**src/rtl/rs232_pkg.sv**
```systemverilog
// Shared UART register map, letter-code constants, TX FSM encoding and code->ASCII helper
// for the RS232 RX/TX Avalon masters.
package rs232_pkg;

  localparam logic [4:0] RX_BASE     = 5'd0;
  localparam logic [4:0] TX_BASE     = 5'd4;
  localparam logic [4:0] STATUS_BASE = 5'd8;
  localparam int         RX_OK_BIT   = 7;
  localparam int         TX_OK_BIT   = 6;

  localparam logic [5:0] CODE_SPACE  = 6'd52;
  localparam logic [5:0] CODE_LF     = 6'd63;

  localparam logic [1:0] S_IDLE  = 2'd0;
  localparam logic [1:0] S_QUERY = 2'd1;
  localparam logic [1:0] S_WRITE = 2'd2;

  // Codes 53..62 are unassigned and print as '?'.
  function automatic logic [7:0] code_to_ascii(input logic [5:0] code);
    if (code < 6'd26)
      return 8'h61 + {2'b00, code};
    else if (code < 6'd52)
      return 8'h41 + ({2'b00, code} - 8'd26);
    else if (code == CODE_SPACE)
      return 8'h20;
    else if (code == CODE_LF)
      return 8'h0A;
    else
      return 8'h3F;
  endfunction

endpackage

```
**src/rtl/tx_fifo.sv**
```systemverilog
// Synchronous FIFO, registered pointers, head visible combinationally; zero-latency read.
// Push while full and pop while empty are ignored; caller gates push on !full.
module tx_fifo #(
  parameter int DEPTH = 16,
  parameter int WIDTH = 6
) (
  input  logic                     clk,
  input  logic                     rst_n,
  input  logic                     push,
  input  logic [WIDTH-1:0]         push_data,
  input  logic                     pop,
  output logic [WIDTH-1:0]         head,
  output logic                     full,
  output logic                     empty,
  output logic [$clog2(DEPTH):0]   count
);

  localparam int AW = $clog2(DEPTH);

  logic [WIDTH-1:0] mem [DEPTH];
  logic [AW-1:0]    wr_ptr;
  logic [AW-1:0]    rd_ptr;
  logic             do_push;
  logic             do_pop;

  assign full    = (count == (AW+1)'(DEPTH));
  assign empty   = (count == '0);
  assign head    = mem[rd_ptr];
  assign do_push = push && !full;
  assign do_pop  = pop && !empty;

  always_ff @(posedge clk) begin
    if (do_push) mem[wr_ptr] <= push_data;
  end

  always_ff @(posedge clk or negedge rst_n) begin
    if (!rst_n) begin
      wr_ptr <= '0;
      rd_ptr <= '0;
      count  <= '0;
    end else begin
      if (do_push) wr_ptr <= wr_ptr + 1'b1;
      if (do_pop)  rd_ptr <= rd_ptr + 1'b1;
      case ({do_push, do_pop})
        2'b10:   count <= count + 1'b1;
        2'b01:   count <= count - 1'b1;
        default: count <= count;
      endcase
    end
  end

endmodule

```
**src/rtl/rs232_tx_sender.sv**
```systemverilog
// Avalon-MM master: buffers letter codes, polls UART status for TX ready, writes ASCII byte.
// Push->read 1 cycle, ->write 2, ->pop 3; strobes hold under waitrequest, pushes refused when full.
module rs232_tx_sender #(
  parameter int         FIFO_DEPTH  = 16,
  parameter logic [4:0] TX_BASE     = rs232_pkg::TX_BASE,
  parameter logic [4:0] STATUS_BASE = rs232_pkg::STATUS_BASE,
  parameter int         TX_OK_BIT   = rs232_pkg::TX_OK_BIT
) (
  input  logic        avm_clk,
  input  logic        avm_rst_n,
  input  logic        i_letter_valid,
  input  logic [7:0]  i_letter,
  output logic        o_letter_ready,
  output logic [4:0]  avm_address,
  output logic        avm_read,
  input  logic [31:0] avm_readdata,
  output logic        avm_write,
  output logic [31:0] avm_writedata,
  input  logic        avm_waitrequest,
  output logic        o_busy,
  output logic        o_overflow
);

  localparam int CW = $clog2(FIFO_DEPTH) + 1;

  logic [1:0]    state;
  logic          fifo_push;
  logic          fifo_pop;
  logic [5:0]    fifo_head;
  logic          fifo_full;
  logic          fifo_empty;
  logic [CW-1:0] fifo_count;
  logic          more_after_pop;
  logic          unused_bits;

  assign unused_bits    = ^{avm_readdata, i_letter[7:6]};
  assign o_letter_ready = !fifo_full;
  assign fifo_push      = i_letter_valid && !fifo_full;
  assign fifo_pop       = (state == rs232_pkg::S_WRITE) && !avm_waitrequest;
  // A push landing on the pop edge keeps the queue non-empty even if the head was last.
  assign more_after_pop = (fifo_count > CW'(1)) || fifo_push;
  assign o_busy         = (state != rs232_pkg::S_IDLE) || !fifo_empty;

  tx_fifo #(
    .DEPTH (FIFO_DEPTH),
    .WIDTH (6)
  ) u_fifo (
    .clk       (avm_clk),
    .rst_n     (avm_rst_n),
    .push      (fifo_push),
    .push_data (i_letter[5:0]),
    .pop       (fifo_pop),
    .head      (fifo_head),
    .full      (fifo_full),
    .empty     (fifo_empty),
    .count     (fifo_count)
  );

  always_ff @(posedge avm_clk or negedge avm_rst_n) begin
    if (!avm_rst_n) begin
      o_overflow <= 1'b0;
    end else if (i_letter_valid && fifo_full) begin
      o_overflow <= 1'b1;
    end
  end

  always_ff @(posedge avm_clk or negedge avm_rst_n) begin
    if (!avm_rst_n) begin
      state         <= rs232_pkg::S_IDLE;
      avm_read      <= 1'b0;
      avm_write     <= 1'b0;
      avm_address   <= '0;
      avm_writedata <= '0;
    end else begin
      case (state)
        rs232_pkg::S_IDLE: begin
          if (!fifo_empty) begin
            avm_read    <= 1'b1;
            avm_address <= STATUS_BASE;
            state       <= rs232_pkg::S_QUERY;
          end
        end
        rs232_pkg::S_QUERY: begin
          // Not ready: read stays high, which re-issues the status poll next cycle.
          if (!avm_waitrequest && avm_readdata[TX_OK_BIT]) begin
            avm_read      <= 1'b0;
            avm_write     <= 1'b1;
            avm_address   <= TX_BASE;
            avm_writedata <= {24'b0, rs232_pkg::code_to_ascii(fifo_head)};
            state         <= rs232_pkg::S_WRITE;
          end
        end
        rs232_pkg::S_WRITE: begin
          if (!avm_waitrequest) begin
            avm_write <= 1'b0;
            if (more_after_pop) begin
              avm_read    <= 1'b1;
              avm_address <= STATUS_BASE;
              state       <= rs232_pkg::S_QUERY;
            end else begin
              state <= rs232_pkg::S_IDLE;
            end
          end
        end
        default: state <= rs232_pkg::S_IDLE;
      endcase
    end
  end

endmodule

```
**config.mk**
```make
export PLATFORM = sky130hd
export DESIGN_NAME = rs232_tx_sender
export DESIGN_NICKNAME = d
export VERILOG_FILES = /design/src/rtl/rs232_pkg.sv /design/src/rtl/tx_fifo.sv /design/src/rtl/rs232_tx_sender.sv
export SDC_FILE = /design/constraint.sdc
export NUM_CORES = 1
export LEC_CHECK = 0
export ABC_CLOCK_PERIOD_IN_PS = 3300
export CORE_ASPECT_RATIO = 0.5
export CORE_MARGIN = 3
export CORE_UTILIZATION = 45
export CTS_BUF_LIST = sky130_fd_sc_hd__clkbuf_8 sky130_fd_sc_hd__clkbuf_16
export CTS_CLUSTER_DIAMETER = 40
export DETAILED_ROUTE_END_ITERATION = 16
export DONT_BUFFER_PORTS = 1
export GPL_TIMING_DRIVEN = 0
export MAX_ROUTING_LAYER = met4
export SLEW_MARGIN = 10
export SYNTH_ARGS = -nofsm -noshare
export SYNTH_HDL_FRONTEND = slang
export SYNTH_SLANG_ARGS = --single-unit
```
**constraint.sdc**
```tcl
create_clock -name avm_clk -period 3.3 [get_ports avm_clk]
set_clock_uncertainty 0.05 [all_clocks]
set_input_delay 0.495 -clock avm_clk [delete_from_list [all_inputs] [get_ports avm_clk]]
set_output_delay 0.495 -clock avm_clk [all_outputs]
set_load 0.02 [all_outputs]
```
Yosys cells after proc, flatten, opt, wreduce, memory -nomap -nowiden
Memory sizes are Yosys's and may differ from the RTL's.
Cells that the tools add are included.
W data, S select, Z words.
{ "totals": {"ram_bits": 96, "out_inout_bits": 42, "in_bits": 44, "word_cells": 77, "mem_count": 1, "regBits": 31} }
{ "memory_table": {"columns": ["name", "words", "word_bits", "rd", "rd_ports_with_merged_regs", "write_ports", "line", "rtl"], "rows": [
  ["u_fifo.mem", 16, 6, 1, 0, 1, "tx_fifo.sv:20", "logic [WIDTH-1:0] mem [DEPTH];"]
]} }
{ "op_classes": {"n_lt_le_gt_ge": 3, "eq_ne": 11, "n_addsub": 7, "n_reduce_logical": 21, "mux": 25} }
{ "op_table": {"columns": ["op", "n"], "rows": [
  ["$mux W5", 4],
  ["$mux W8", 2],
  ["$pmux W5 S3", 1],
  ["$eq A6 B6 Y1 const B", 2],
  ["$mux W6", 2],
  ["$pmux W5 S2", 1],
  ["$mux W1", 9],
  ["$add A4 B1 Y4 const B", 2],
  ["$add A7 B6 Y8 const A", 1],
  ["$add A7 B8 Y8 const A", 1],
  ["$ne A2 B2 Y1 const B", 4],
  ["$sub A6 B5 Y7 const B", 1],
  ["$logic_and A1 B1 Y1", 6],
  ["$lt A6 B5 Y1 const B", 1],
  ["$lt A6 B6 Y1 const B", 1],
  ["$mux W2", 3],
  ["$pmux W2 S3", 1],
  ["$reduce_and A3 Y1", 2],
  ["$reduce_bool A2 Y1", 3],
  ["$add A5 B1 Y5 const B", 1],
  ["$eq A5 B5 Y1 const B", 1],
  ["$gt A5 B1 Y1 const B", 1],
  ["$logic_not A5 Y1", 1],
  ["$reduce_and A5 Y1", 1],
  ["10 further kinds", 15]
]} }

Logic depth before layout (Yosys ltp)
Gate-level depths: netlist of run 1.
{ "logic_depth": {"depth_word": 7, "mapped_depth": 14, "ltp_nobuf": 11} }

Cells and area by module
From an unflattened synthesis of run 1, not the netlist that was laid out.
{ "unflattened": {"hier_cells": 417, "hier_area_um2": 5765.5} }
{ "by_module_without_submodules": {"columns": ["module", "area_per_inst_um2", "instances", "cells_per_inst", "seq_area_each_um2"], "rows": [
  ["tx_fifo", 4576.9, 1, 272, 3208.1],
  ["rs232_tx_sender", 1188.6, 1, 145, 350.3]
]} }

Least setup slack after synthesis of run 1
No wires, ideal clock.
{ "synth_path": {"path_kind": "flip-flop to flip-flop", "start": "reg u_fifo.rd_ptr[0]", "end": "reg avm_writedata[4]", "path_stages_with_launch": 13, "slack_ns": 0.200, "path_buffers": 2, "synth_period_minus_slack_ns": 3.100, "setup_ns": 0.094, "arrival_ns": 2.956, "path_cell_list": "dfrtp_1 > buf_6 > buf_4 > mux4_2 > mux2i_1 > mux2i_1 > inv_1 > ha_1 > or4_1 > a31oi_1 > a21oi_1 > and3_1 > a221oi_2"} }
{ "synth_between": {"elab_chain_cells": 6, "word_cells_on_any_way": 12, "cone_classes": "add/sub: 3; order compare: 2; eq/ne: 2; mux: 4; memory: 1"} }
{ "synth_rtl": {"columns": ["item", "line", "rtl"], "rows": [
  ["from (decl)", "tx_fifo.sv:22", "logic [AW-1:0] rd_ptr;"],
  ["from (signal assigned)", "tx_fifo.sv:43", "if (do_pop) rd_ptr <= rd_ptr + 1'b1;"],
  ["$mem_v2 Z16 W6 *", null, null],
  ["branches (longest 4 deep; another with $add A7 B8 Y8)", null, null],
  ["$mux W8 *", "rs232_pkg.sv:20", "if (code < 6'd26)"],
  ["to (signal assigned)", "rs232_tx_sender.sv:89", "avm_writedata <= {24'b0, rs232_pkg::code_to_ascii(fifo_head)};"],
  ["to (decl)", "rs232_tx_sender.sv:18", "output logic [31:0] avm_writedata,"]
]} }
Every way passes the cells marked *.
A chain may end at the register's enable or synchronous reset.

Final worst setup path of run 1
Same ends and word-level chain as after synthesis.

==> summary.txt, run 1 <==
Floorplan
  – Die width: approximately 170 um
  – Die Y-Extent: around 87 um
  – Total die area: 14500 um2
  – Boundary pin count: between 80 and 90
  – Std-Cell Rows: 28
  – Initial core utilization: 0.477
  – Area of the core: ~12000 um2

Layout
  – Synth-to-Final Area Change: 18.6%
  – Final instance area: 6940 um2
  – Post-layout util: 0.566
  – NumNets Final: slightly above 500
  – Fin cells: 630
  – ANT cells: 0
  – Layout cell share with drive strength beyond 1: 0.258

Global route
  – Remaining global-route overflow: 0
  – GRT Util Overall: 0.182
  – Antenna violations before repair: 0
  – Largest net degree at the start of global routing: 28
  – Vias in the first global route: about 3.4k
  – Global-route wire length before repair: approximately 19 mm

Worst hold path
  – Hold Crit Class: primary input to register

Critical path
  – Slowest CP cell: or4_4
  – CP delay by family, top: multiplexers
  – Crit end category: register
  – Worst path cell trace: buf_6 -> buf_6 -> mux4_2 -> mux2i_2 -> mux2i_2 -> inv_1 -> ha_1 -> or4_4 -> a31oi_4 -> a21oi_2 -> and3_1 -> a221oi_2
  – Worst path max stage delay: around 0.53 ns
  – Crit path buffers/inverters: 3
  – Critical path fanouts, max: 10
  – Critical setup path kind: register to register
  – Critical Path Source Type: register
  – CP required: ~3.6 ns
  – CP arrival: 3.48 ns

Route
  – Vias: between 3k and 4k
  – DRC violations left: 0
  – Vias per inst: approximately 5.4
  – Post-route ant nets: 0
  – Initial DRT Pass Iterations: 4
  – Drt total wl: 12.1 mm
  – Starting DRT DRC Count: 252
  – Avg WL per Cell: ~19 um

Synth
  – Synth warn: 0
  – Number of synthesized flops with an enable pin: 96
  – Syn avg cell area: approximately 15 um2
  – Synth top area share: 0.493
  – Syn Inst Count: just under 400
  – Top post-synthesis cells by count: edfxtp_1 (96), buf_4 (29), dfrtp_1 (27)
  – Most common cell in the netlist: edfxtp_1
  – Synth Flop Type: edfxtp_1
  – Post-synth ARST share: 0.220
  – Post-Syn Area: 5850 um2
  – Post-synth cell types: 60
  – Sequential-to-total area share from yosys stat: 0.608
  – Flop and latch count out of synthesis: approximately 120
  – Synth area leaders: edfxtp_1 (49%), dfrtp_1 (12%), mux4_1 (5.8%)
  – Yosys top cell by area: edfxtp_1

Placement
  – Final HPWL DP: between 8 and 9 mm
  – Post-Place Cells: 592
  – # port buffers: 0
  – Instance area at placement: ~6200 um2
  – GP Congestion: roughly 0.90

Clock network
  – H-tree depth: 4
  – Clk root buf: clkbuf_16
  – Clk_lat worst skew: around 0.41 ns
  – CTS tree: yes
  – Clock buffer depth: 2
  – Clock sink count: ~120
  – Worst-path clk slew: 0.06 ns
  – TritonCTS buffer count: 17

Timing
  – Period Utilization, post-route: 0.977
  – Post-layout min period: between 3 and 4 ns
  – Hold Violations, Final: 0
  – Max Fclk: roughly 0.31 GHz
  – Slew Viols, Final: 0
  – Max-slew headroom: 0.464
  – Worst Hold Margin: around 0.13 ns
  – Worst slew pin tran: between 0.8 and 0.9 ns
  – Final setup vio count: 0

Outcome
  – Status: completed

Job
  – Maxcap violations: 0

Power and ir drop
  – P_leak: approximately 2.6 nW
  – PwrDens: between 900 and 1000 nW/um2
  – Total Power: 6.68 mW
  – Maximum VDD drop: approximately 0.43 mV
[through the flow]
stage | setup TNS, ns | worst slack, ns
after CTS | 0 | 0.00168
final | 0 | 0.0769
after detailed placement | -1.09 | -0.501
after floorplan | 0 | 0.200
after global placement | -7.41 | -0.478
after global routing | -0.0678 | -0.0493
[repair_timing]
action / in CTS / in global routing
hold endpoints to repair: 27 / 0
setup endpoints to repair: 6 / 21
pin swaps: 1 / 2
setup buffers: 3 / 4
hold buffers: 2 / 0
gates resized for setup: 10 / 8
[state kept, by name (all words and copies together) (netlist names), 2 cells and up]
signal	flops
u_fifo.rd_ptr	4
u_fifo.count	5
avm_writedata	8
u_fifo.wr_ptr	4
u_fifo.mem	96
state	2
[power breakdown]
part	internal [mW]	switching, mW
logic	1.18	1.45
registers	1.95	0.248
clock network	1.19	0.672
total	4.31	2.37
[kinds of logic after synthesis]
family | Yosys count | share of synthesized area
AOI/OAI and AO/OA | 41 | 0.0550
xor gates and xnor gates | 16 | 0.0240
adders and majority gates | 15 | 0.0321
buffers and inverters | 63 | 0.0635
DFF | 123 | 0.608
muxes | 41 | 0.129
other | 1 | 0.000641
and+or+nand+nor | 97 | 0.0873
[worst paths after layout]
path	slack, ns	startpoint	depth (start not counted)	to
worst max-delay path	0.08	u_fifo.rd_ptr[0]$_DFFE_PN0P_	12	avm_writedata[4]$_DFFE_PN0P_
max in group asynchronous	2.55	avm_rst_n	2	u_fifo.rd_ptr[0]$_DFFE_PN0P_
worst min register to register	0.46	u_fifo.count[3]$_DFFE_PN0P_	1	u_fifo.count[3]$_DFFE_PN0P_
min in group asynchronous	0.47	avm_rst_n	2	u_fifo.wr_ptr[0]$_DFFE_PN0P_
worst max register to register	0.08	u_fifo.rd_ptr[0]$_DFFE_PN0P_	12	avm_writedata[4]$_DFFE_PN0P_
worst min-delay path	0.13	avm_waitrequest	1	state[0]$_DFFE_PN0P_
[cell type report]
| type | instances | area [um2] |
|---|---|---|
| buffer | 41 | 295 |
| clock buffer | 17 | 425 |
| clock inverter | 14 | 173 |
| multi-input combinational | 237 | 2090 |
| fill | 968 | 5320 |
| inverter | 20 | 78.8 |
| timing repair buffer | 13 | 113 |
| sequential | 123 | 3560 |
| tap | 165 | 206 |
[routing by layer]
metal | global-route usage | wire length [um] | part of all wire | vias to the layer above
met5 | - | 0 | 0 | -
met4 | 0.0646 | 75 | 0.0062 | 0
met3 | 0.0533 | 850 | 0.070 | 5
met2 | 0.283 | 5700 | 0.47 | 112
met1 | 0.231 | 5480 | 0.45 | 1686
li1 | - | - | - | 1568
[placed cells by master (no fill, tap or decap), types with 4 or more instances in the layout]
master | netlist | layout
ha_1 | 15 | 14
clkinvlp_4 | 0 | 5
clkbuf_16 | 0 | 17
and2_1 | 11 | 7
buf_4 | 29 | 40
mux2_2 | 5 | 5
mux4_2 | 10 | 10
mux2i_1 | 12 | 10
mux4_1 | 13 | 13
nor4_2 | 0 | 4
nand3_1 | 6 | 6
buf_6 | 3 | 4
dfrtp_1 | 27 | 26
inv_1 | 19 | 18
nor3_1 | 4 | 4
nand4_1 | 5 | 5
o21ai_0 | 7 | 7
edfxtp_1 | 96 | 96
and3_1 | 4 | 4
nor2_1 | 21 | 21
nand2_1 | 21 | 21
nand2b_1 | 4 | 4
and2_2 | 0 | 4
a21oi_1 | 8 | 7
xnor2_1 | 13 | 13
conb_1 | 1 | 27
clkbuf_1 | 8 | 6
[worst register-to-register path, stage by stage (launching register included)]
cell	delay, ns
dfrtp_2	0.45
buf_6	0.17
buf_6	0.17
mux4_2	0.35
mux2i_2	0.11
mux2i_2	0.25
inv_1	0.10
ha_1	0.22
or4_4	0.53
a31oi_4	0.21
a21oi_2	0.10
and3_1	0.18
a221oi_2	0.25
(Power assumes the default switching activity.)
==> inputs of run 2 (changes only) <==
ABC_AREA = 1   (was default)
==> run 2 against run 1 <==
Compared with the run above: clock-buffer cell count unchanged; largest cell class unchanged; highest routed layer unchanged; fmax increased by 18%; die area increased by 3.4%; first-iteration DRC count increased by 60%; worst hold slack about the same; via count increased by 24%; synthesized area increased by 3.6%; largest power group unchanged; combinational power increased by 18%; sequential cell count unchanged; synthesized cell count increased by 52%.
==> summary.txt, run 2 <==
Floorplan
  – Area of the core: 12900 um2 (+5.3%)
  – Boundary pin count: 86 (unchanged)
  – Total die area: 15000 um2 (+3.4%)
  – Die Y-Extent: 88.1 um (+1.7%)
  – Std-Cell Rows: 29 (+3.6%)
  – Die width: 170 um (+1.7%)
  – Initial core utilization: 0.469 (-0.00804)

Timing
  – Max-slew headroom: 0.436 (-0.0280)
  – Period Utilization, post-route: 0.831 (-0.146)
  – Final setup vio count: 0 (unchanged)
  – Hold Violations, Final: 0 (unchanged)
  – Max Fclk: 0.365 GHz (+18%)
  – RSZ-0062 raised after global routing: no
  – Worst slew pin tran: 0.843 ns (+0.0418 ns)
  – Post-layout min period: 2.74 ns (-0.481 ns)
  – Slew Viols, Final: 0 (unchanged)
  – Setup total negative slack: 0 ns (unchanged)

Critical path
  – Critical Path Source Type: register
  – Crit end category: register
  – RR Startpoint: u_fifo.count[0]$_DFFE_PN0P_
  – CP arrival: 2.72 ns (-0.76 ns)
  – Critical setup path kind: register to register
  – Crit path launch: u_fifo.count[0]$_DFFE_PN0P_
  – CP required: 3.28 ns (-0.28 ns)
  – R2r setup slk: 0.56 ns (+0.48 ns)
  – Critical path fanouts, max: 7 (-3)

Layout
  – Synth-to-Final Area Change: 15.5%
  – Largest register FFs: 96 (unchanged)
  – NumNets Final: 710 (+39%)
  – Most frequent cells in the layout: nand2_1 (145), edfxtp_1 (96), nor2_1 (68)
  – Layout cell share with drive strength beyond 1: 0.163 (-0.0954)
  – Commonest non-fill, non-tap cell in the layout: nand2_1
  – Fin cells: 834 (+32%)
  – ANT cells: 0 (unchanged)
  – Reg with most FFs: u_fifo.mem
  – Biggest regs: u_fifo.mem (96), avm_writedata (8), u_fifo.count (5)

Clock network
  – H-tree depth: 4 (unchanged)
  – Clock sink count: 123 (unchanged)
  – Clk root buf: clkbuf_16
  – TritonCTS buffer count: 17 (unchanged)
  – CTS tree: yes
  – Clk_lat worst skew: 0.41 ns (about the same)
  – Post-CTS Setup Bufs: 0 (-3)
  – Clock buffer depth: 2 (unchanged)
  – Worst-path clk slew: 0.06 ns (about the same)

Route
  – Vias: 4164 (+24%)
  – Drt total wl: 13.9 mm (+14%)
  – Post-route ant nets: 0 (unchanged)
  – Avg WL per Cell: 16.6 um (-14%)
  – Initial DRT Pass Iterations: 7 (+3)
  – Vias per inst: 4.99 (-6.7%)
  – DRC violations left: 0 (unchanged)
  – Starting DRT DRC Count: 403 (+60%)

Synth
  – Synth Flop Type: edfxtp_1
  – Sequential-to-total area share from yosys stat: 0.587 (-0.0210)
  – Synth warn: 0 (unchanged)
  – Most common cell in the netlist: nand2_1
  – Yosys top cell by area: edfxtp_1
  – Syn avg cell area: 10.0 um2 (-32%)
  – Top post-synthesis cells by count: nand2_1 (145), edfxtp_1 (96), nor2_1 (68)
  – Synth area leaders: edfxtp_1 (48%), dfrtp_1 (11%), nand2_1 (9.0%)
  – Post-Syn Area: 6060 um2 (+3.6%)
  – Number of synthesized flops with an enable pin: 96 (unchanged)
  – Post-synth cell types: 35 (-42%)
  – Syn Inst Count: 604 (+52%)
  – Flop and latch count out of synthesis: 123 (unchanged)
  – Synth top area share: 0.476 (-0.0170)
  – Post-synth ARST share: 0.220 (unchanged)

Global route
  – Antenna violations before repair: 0 (unchanged)
  – GRT Util Overall: 0.201 (+0.0195)
  – Largest net degree at the start of global routing: 28 (unchanged)
  – Global-route wire length before repair: 21.5 mm (+14%)
  – Vias in the first global route: 3840 (+15%)
  – Remaining global-route overflow: 0 (unchanged)

Worst hold path
  – Hold Crit Class: primary input to register
  – Hold Path Origin: i_letter[2]

Power and ir drop
  – P_leak: 3.05 nW (+15%)
  – Total Power: 7.22 mW (+8.0%)
  – PwrDens: 1030 nW/um2 (+7.1%)
  – Maximum VDD drop: 0.429 mV (+0.35%)

Placement
  – # port buffers: 0 (unchanged)
  – Final HPWL DP: 9.39 mm (+11%)
  – Post-Place Cells: 800 (+35%)
  – GP Congestion: 0.869 (-3.4%)

Outcome
  – Status: completed

Job
  – Maxcap violations: 0 (unchanged)
-- run 2: cell types whose count changed after synthesis, sizes merged, moves of 8 or more --
cell,delta
clkbuf,-8
buf,+10
and2,-11
xnor2,-9
nand3,+52
nand2,+131
mux2i,-13
o21ai,+19
inv,+47
nor2,+48
mux4,-23
-- run 2: timing repair --
| action | 4_1_cts | 5_1_grt |
|---|---|---|
| gates resized for setup | 0 | 0 |
| hold buffers | 2 | 0 |
| setup endpoints to repair | 0 | 0 |
| endpoints found under the hold margin | 27 | 0 |
-- run 2: cell type report --
class,instances,area [um2]
well taps,170,213
flip-flops and latches,123,3560
repair buffers,2,30.0
clock buffers,17,425
inverters,67,264
clock inverters,15,171
multi-input cells,395,1960
fillers,1118,5920
plain buffers,45,375
-- run 2: power by group --
group / internal, mW / switching [mW] / total, mW
clock network: 1.19 / 0.695 / 1.88
registers: 1.96 / 0.268 / 2.23
logic: 1.04 / 2.07 / 3.11
total: 4.19 / 3.03 / 7.22
-- run 2: worst paths after layout --
path,to,depth (start not counted)
setup / recovery,u_fifo.mem[3][1]$_DFFE_PP_,9
hold / removal,u_fifo.mem[7][2]$_DFFE_PP_,0
setup reg to reg,u_fifo.mem[3][1]$_DFFE_PP_,9
hold reg to reg,u_fifo.count[1]$_DFFE_PN0P_,2
max in group asynchronous,u_fifo.rd_ptr[1]$_DFFE_PN0P_,2
min in group asynchronous,o_overflow$_DFFE_PN0P_,2
-- run 2: worst max-delay path, stage by stage, from the launching register on --
cell,delay (ns)
dfrtp_1,0.43
inv_1,0.08
ha_1,0.22
nand2_1,0.09
inv_1,0.05
nand2_1,0.18
nand2_1,0.17
inv_1,0.18
nand2_1,0.21
nor2_1,0.70
-- run 2: cell families after synthesis --
kind of cell	share of synthesized area
simple gates	0.207
other cells	0.000619
xor+xnor	0.0188
buf+inv	0.106
flops	0.587
fa+ha+maj	0.0310
compound gates	0.0496
-- run 2: metrics by stage --
| stage | util | worst slack, ns | hold slack [ns] | instance area (um2) |
|---|---|---|---|---|
| 5_1_grt | 0.542 | 0.286 | 0.107 | 7000 |
| 6_report | 0.542 | 0.558 | 0.128 | 7000 |
| 3_3_place_gp | 0.493 | 0.557 | 0.150 | 6370 |
| 3_5_place_dp | 0.493 | 0.582 | 0.150 | 6370 |
| 4_1_cts | 0.542 | 0.547 | 0.115 | 7000 |
| 2_1_floorplan | - | 1.17 | 0.149 | 6160 |
-- run 2: metal layers --
layer  up-vias  part of all wire  global-route usage
met1      1954              0.47               0.269
met2       160              0.43               0.294
met5         -                 0                   -
met3        10             0.094              0.0703
met4         0            0.0082              0.0522
li1       2040                 -                   -
